`config.mk`:
```
export PLATFORM = sky130hd
export DESIGN_NAME = write_back_buffer
export DESIGN_NICKNAME = d
export VERILOG_FILES = /design/src/rtl/cache_pkg.sv /design/src/rtl/wb_fifo.sv /design/src/rtl/write_back_buffer.sv
export SDC_FILE = /design/constraint.sdc
export NUM_CORES = 2
export LEC_CHECK = 0
export CORE_MARGIN = 8
export CORE_UTILIZATION = 28
export DETAILED_ROUTE_END_ITERATION = 6
export GPL_TIMING_DRIVEN = 0
export SLEW_MARGIN = 20
export SYNTH_ARGS = -nofsm -noshare
export SYNTH_HDL_FRONTEND = slang
export SYNTH_HIERARCHICAL = 1
export SYNTH_SLANG_ARGS = --single-unit
```
`constraint.sdc`:
```
create_clock -name clk -period 31.1 [get_ports clk]
set_clock_uncertainty 0.05 [all_clocks]
set_input_delay 6.22 -clock clk [delete_from_list [all_inputs] [get_ports clk]]
set_output_delay 6.22 -clock clk [all_outputs]
set_load 0.05 [all_outputs]
```
`src/rtl/cache_pkg.sv`:
```
// Shared constants and types for the direct-mapped cache subsystem.
// Used by cache_memory, cache_controller and write_back_buffer.
package cache_pkg;
  localparam int ADDR_W      = 32;
  localparam int LINE_W      = 512;
  localparam int WORD_W      = 32;
  localparam int BEATS       = LINE_W / WORD_W;
  localparam int OFFSET_BITS = 6;
  localparam int TAG_LSB     = OFFSET_BITS;
  localparam int TAG_W       = ADDR_W - OFFSET_BITS;

  typedef enum logic {IDLE, BURST} drain_state_t;
endpackage

```
`src/rtl/wb_fifo.sv`:
```
// Line queue for the write-back buffer: circular storage with per-slot valid
// and a parallel tag lookup where the youngest matching slot wins.
module wb_fifo #(
  parameter int DEPTH  = 4,
  parameter int TAG_W  = 26,
  parameter int DATA_W = 512
) (
  input  logic                     clk,
  input  logic                     reset,
  input  logic                     push,
  input  logic [TAG_W-1:0]         push_tag,
  input  logic [DATA_W-1:0]        push_data,
  input  logic                     pop,
  output logic                     full,
  output logic [$clog2(DEPTH):0]   count,
  output logic [TAG_W-1:0]         head_tag,
  output logic [DATA_W-1:0]        head_data,
  input  logic [TAG_W-1:0]         lookup_tag,
  output logic                     lookup_hit,
  output logic [DATA_W-1:0]        lookup_data
);
  localparam int PTR_W = $clog2(DEPTH);
  localparam int CNT_W = PTR_W + 1;

  logic [TAG_W-1:0]  tags  [DEPTH];
  logic [DATA_W-1:0] lines [DEPTH];
  logic [DEPTH-1:0]  valid;
  logic [PTR_W-1:0]  wr_ptr, rd_ptr, hit_idx, idx;

  assign full      = (count == CNT_W'(DEPTH));
  assign head_tag  = tags[rd_ptr];
  assign head_data = lines[rd_ptr];

  always_ff @(posedge clk) begin
    if (push) begin
      tags[wr_ptr]  <= push_tag;
      lines[wr_ptr] <= push_data;
    end
  end

  // Pointers wrap naturally because DEPTH is a power of two. The caller only
  // pushes when !full and pops when non-empty, so the two slots never collide.
  always_ff @(posedge clk) begin
    if (reset) begin
      wr_ptr <= '0;
      rd_ptr <= '0;
      count  <= '0;
      valid  <= '0;
    end else begin
      if (push) wr_ptr <= wr_ptr + 1'b1;
      if (pop)  rd_ptr <= rd_ptr + 1'b1;
      if (pop)  valid[rd_ptr] <= 1'b0;
      if (push) valid[wr_ptr] <= 1'b1;
      case ({push, pop})
        2'b10:   count <= count + 1'b1;
        2'b01:   count <= count - 1'b1;
        default: count <= count;
      endcase
    end
  end

  // Scan oldest to youngest; a later match overrides, so the youngest wins.
  always_comb begin
    lookup_hit = 1'b0;
    hit_idx    = '0;
    idx        = '0;
    for (int i = 0; i < DEPTH; i++) begin
      idx = rd_ptr + PTR_W'(i);
      if (valid[idx] && tags[idx] == lookup_tag) begin
        lookup_hit = 1'b1;
        hit_idx    = idx;
      end
    end
  end

  assign lookup_data = lookup_hit ? lines[hit_idx] : '0;
endmodule

```
`src/rtl/write_back_buffer.sv`:
```
// Queues evicted dirty lines and drains each to memory as a per-beat-acked
// write burst; exposes a combinational forwarding lookup for the miss path.
module write_back_buffer #(
  parameter int DEPTH  = 4,
  parameter int ADDR_W = 32,
  parameter int LINE_W = 512,
  parameter int WORD_W = 32
) (
  input  logic              clk,
  input  logic              reset,
  input  logic              evict_valid,
  output logic              evict_ready,
  input  logic [ADDR_W-1:0] evict_addr,
  input  logic [LINE_W-1:0] evict_data,
  output logic              mem_wr_en,
  output logic [ADDR_W-1:0] mem_wr_addr,
  output logic [WORD_W-1:0] mem_wr_data,
  input  logic              mem_wr_ack,
  input  logic [ADDR_W-1:0] lookup_addr,
  output logic              lookup_hit,
  output logic [LINE_W-1:0] lookup_data,
  output logic              empty
);
  import cache_pkg::drain_state_t;
  import cache_pkg::IDLE;
  import cache_pkg::BURST;
  import cache_pkg::OFFSET_BITS;

  localparam int BEATS  = LINE_W / WORD_W;
  localparam int BEAT_W = $clog2(BEATS);
  localparam int OFF_W  = OFFSET_BITS;
  localparam int TAG_W  = ADDR_W - OFF_W;
  localparam int CNT_W  = $clog2(DEPTH) + 1;

  drain_state_t      state;
  logic [BEAT_W-1:0] beat;
  logic [CNT_W-1:0]  count;
  logic              full, push, pop, last_beat;
  logic [TAG_W-1:0]  head_tag;
  logic [LINE_W-1:0] head_data;
  logic              unused_offset;

  assign unused_offset = ^{evict_addr[OFF_W-1:0], lookup_addr[OFF_W-1:0]};

  assign evict_ready = !full;
  assign push        = evict_valid && !full;
  assign last_beat   = (beat == BEAT_W'(BEATS - 1));
  assign pop         = (state == BURST) && mem_wr_ack && last_beat;

  wb_fifo #(.DEPTH(DEPTH), .TAG_W(TAG_W), .DATA_W(LINE_W)) u_fifo (
    .clk        (clk),
    .reset      (reset),
    .push       (push),
    .push_tag   (evict_addr[ADDR_W-1:OFF_W]),
    .push_data  (evict_data),
    .pop        (pop),
    .full       (full),
    .count      (count),
    .head_tag   (head_tag),
    .head_data  (head_data),
    .lookup_tag (lookup_addr[ADDR_W-1:OFF_W]),
    .lookup_hit (lookup_hit),
    .lookup_data(lookup_data)
  );

  // On the final ack, stay in BURST if anything remains (including a line
  // pushed on that same edge) so the next line starts without a bubble.
  always_ff @(posedge clk) begin
    if (reset) begin
      state <= IDLE;
      beat  <= '0;
    end else begin
      case (state)
        IDLE: begin
          beat <= '0;
          if (count != '0) state <= BURST;
        end
        BURST: begin
          if (mem_wr_ack) begin
            if (last_beat) begin
              beat <= '0;
              if (count > CNT_W'(1) || push) state <= BURST;
              else                          state <= IDLE;
            end else begin
              beat <= beat + 1'b1;
            end
          end
        end
        default: state <= IDLE;
      endcase
    end
  end

  assign mem_wr_en   = (state == BURST);
  assign mem_wr_addr = mem_wr_en ? {head_tag, beat, {(OFF_W-BEAT_W){1'b0}}} : '0;
  assign mem_wr_data = mem_wr_en ? head_data[int'(beat)*WORD_W +: WORD_W] : '0;
  assign empty       = (count == '0) && (state == IDLE);
endmodule
```
==> qor.txt <==
ANT nets after route: 0
vias in the first global route: 67210
H-tree depth: 4
Critical Path RT: 24.83 ns
Setup Buffers After CTS: 0
Crit Path Class: in -> out
Initial Util: 0.2808
pins over their slew limit: 0
drt initial violations: 7023
pre-CTS WS: 11.58 ns
endpoints failing hold: 0
R2R depth: 10
core area: 362000 sq um
count of cell types in the netlist: 67
fin area: 128900 sq um
MaxCap Viol Count: 0
synthesized area: 101700 sq um
fin crit share: 0.6207
largest family of logic cells by synthesized area: multiplexers
share of flip-flops with an asynchronous set or reset: 0
Die Area: 382600 sq um
sequential area share after synthesis: 0.6393
clock latency at the later pin of the worst-skew pair: 0.93 ns
Slew HR: 0.1962
Mapped Avg Cell Area: 17.80 sq um
most common cell after layout, fill and taps aside: edfxtp_1
# setup viols final: 0
total grt overflow: 0
mux cell area share after synthesis: 0.2651
Cells after Synth: 5712
Critical-path top delay cell: clkdlybuf4s50_1
top_reg_cell synth: edfxtp_1
Root Driver: clkbuf_16
drt drc: 0
Achievable Freq: 51.80 MHz
Max clock buf depth: 4
Worst Hold Depth: 2
DP HPWL: 357.7 mm
RD Place Congestion: 0.9450
Final WS setup: 11.80 ns
gr usage total: 0.2323
clock slew at reported path FFs: 0.06 ns
drt wl/cell: 37.83 um
RSZ-0062 raised after global routing: false
initial antenna violation count: 201
Critical Path, Cell by Cell: clkdlybuf4s50_1 > clkbuf_1 > inv_1 > a222oi_1 > a31oi_1 > a211oi_1 > nand4_1 > o21ba_2 > a32oi_1 > o221ai_1 > buf_2 > buf_2 > buf_2 > mux2i_1 > o22ai_1 > clkdlybuf4s50_1
simple-gate share of the synthesized area: 0.01111
clock sink count: 2170
Die Y: 618.5 um
Worst Path Arrival: 13.03 ns
Leak: 37.44 nW
Boundary Pins: 1160
Synth warnings: 6
WL final: 464.8 mm
HP Class: reg -> reg
largest net degree at the start of global routing: 42
Hold-fix buffers, CTS: 0
Die Span X: 618.5 um
DR pass1 iterations: 6
vias per inst: 5.380
setup TNS: 0 ns
crit end category: primary output
clock buffer count from CTS: 243
#FFs+latches synth: 2170
layout cells sized above 1: 0.1736
XOR/XNOR Fraction of Synth Area: 0.007410
# nets final: 7750
first-pass GRT wire length: 606.9 mm
Post-DP Area: 120700 sq um
IO buf count: 1130
final core occ: 0.3561
outcome: completed
crit-path max FO: 10
min Tclk post-route: 19.30 ns
Rows: 221
DR vias: 66100
CP dominant cell by count: buf_2
CTS tree: yes
Worst setup SP type: input port
Synth Area in Compound Gates: 0.04989
Hold WS: 0.4929 ns
peak supply drop: 56.22 uV
number of synthesized flops with an enable pin: 2152
Fillers: 33920
cts repair resizes: 0
most frequent cells in the layout: edfxtp_1, mux2i_1, clkdlybuf4s50_1
Crit path largest cell delay: 0.98 ns
adder-cell share of the synthesized area: 0.001428
pwr dens: 53.34 nW/um^2
Worst-Margin Slew: 1.206 ns
Layout area overhead: 26.79%
==> report_power, final <==
group          leakage (nW)  total, mW  switching (mW)  internal (mW)
Clock                  3.78       2.84            1.23           1.61
Combinational          13.8      0.598           0.363          0.235
Sequential             19.9       3.43          0.0605           3.37
==> flip-flops by register name (all words and copies together) (netlist names), named ones only <==
signal         cells
u_fifo/wr_ptr      2
u_fifo/rd_ptr      2
mem_wr_en          1
u_fifo/lines    2048
u_fifo/valid       4
u_fifo/tags      104
beat               4
u_fifo/count       3
==> kinds of logic (layout without fill, tap and decap cells) <==
| kind of cell | Yosys count | after routing |
|---|---|---|
| compound gates | 777 | 777 |
| simple gates | 222 | 222 |
| mux | 1963 | 1963 |
| flops | 2170 | 2170 |
| buf+inv | 482 | 2136 |
| xor+xnor | 86 | 86 |
| fa+ha+maj | 11 | 11 |
| other cells | 1 | 128 |
==> synth_stat cells (39+ instances only) <==
master	number	share of area
edfxtp_1	2152	0.64
mux2i_1	1373	0.14
mux4_2	579	0.13
o22ai_1	521	0.032
buf_2	151	0.0074
clkbuf_1	138	0.0051
a22oi_1	122	0.0090
buf_1	78	0.0029
xnor2_1	61	0.0053
buf_6	52	0.0058
nand2_1	50	0.0018
nand3_1	42	0.0021
nor2_1	39	0.0014
==> metal layers <==
layer	up-vias	GRT usage	routed length (um)
met3	850	0.06239	39030
li1	27050	-	-
met2	3327	0.3795	222100
met1	34810	0.2731	172100
met4	64	0.1417	31080
met5	-	0	410
==> stage by stage <==
step / power, mW / instances
detailed placement: 4.090 / 11700
global route: 7.066 / 12250
floorplan: 3.823 / 5713
CTS: 6.933 / 12160
global placement: 4.222 / 11640
finish: 6.875 / 12290
==> critical path: cells and delay by family <==
kind | cells | cell delay (ns)
AOI/OAI and AO/OA | 7 | 2.38
muxes | 1 | 0.13
buffers and inverters | 7 | 4.07
and+or+nand+nor | 1 | 0.15
==> cell type report <==
class,instances,area [sq um],share of cell area
Sequential cell,2170,64980,0.5042
Multi-Input combinational cell,3061,34080,0.2644
Timing Repair Buffer,1201,13010,0.1010
Clock buffer,301,6320,0.04903
Tap cell,4794,5998,0.04654
Buffer,462,2574,0.01997
Clock inverter,152,1534,0.01190
Antenna cell,126,315.3,0.002446
Inverter,20,75.07,0.0005825
==> path summary, 6_finish.rpt <==
kind / from / end / slack, ns
min: u_fifo/count[2]$_SDFFE_PP0P_ / u_fifo/count[2]$_SDFFE_PP0P_ / 0.49
min reg2reg: u_fifo/count[2]$_SDFFE_PP0P_ / u_fifo/count[2]$_SDFFE_PP0P_ / 0.49
max reg2reg: u_fifo/count[1]$_SDFFE_PP0P_ / u_fifo/lines[3][252]$_DFFE_PP_ / 26.90
max: lookup_addr[7] / lookup_data[446] / 11.80
(Power assumes the default switching activity.)
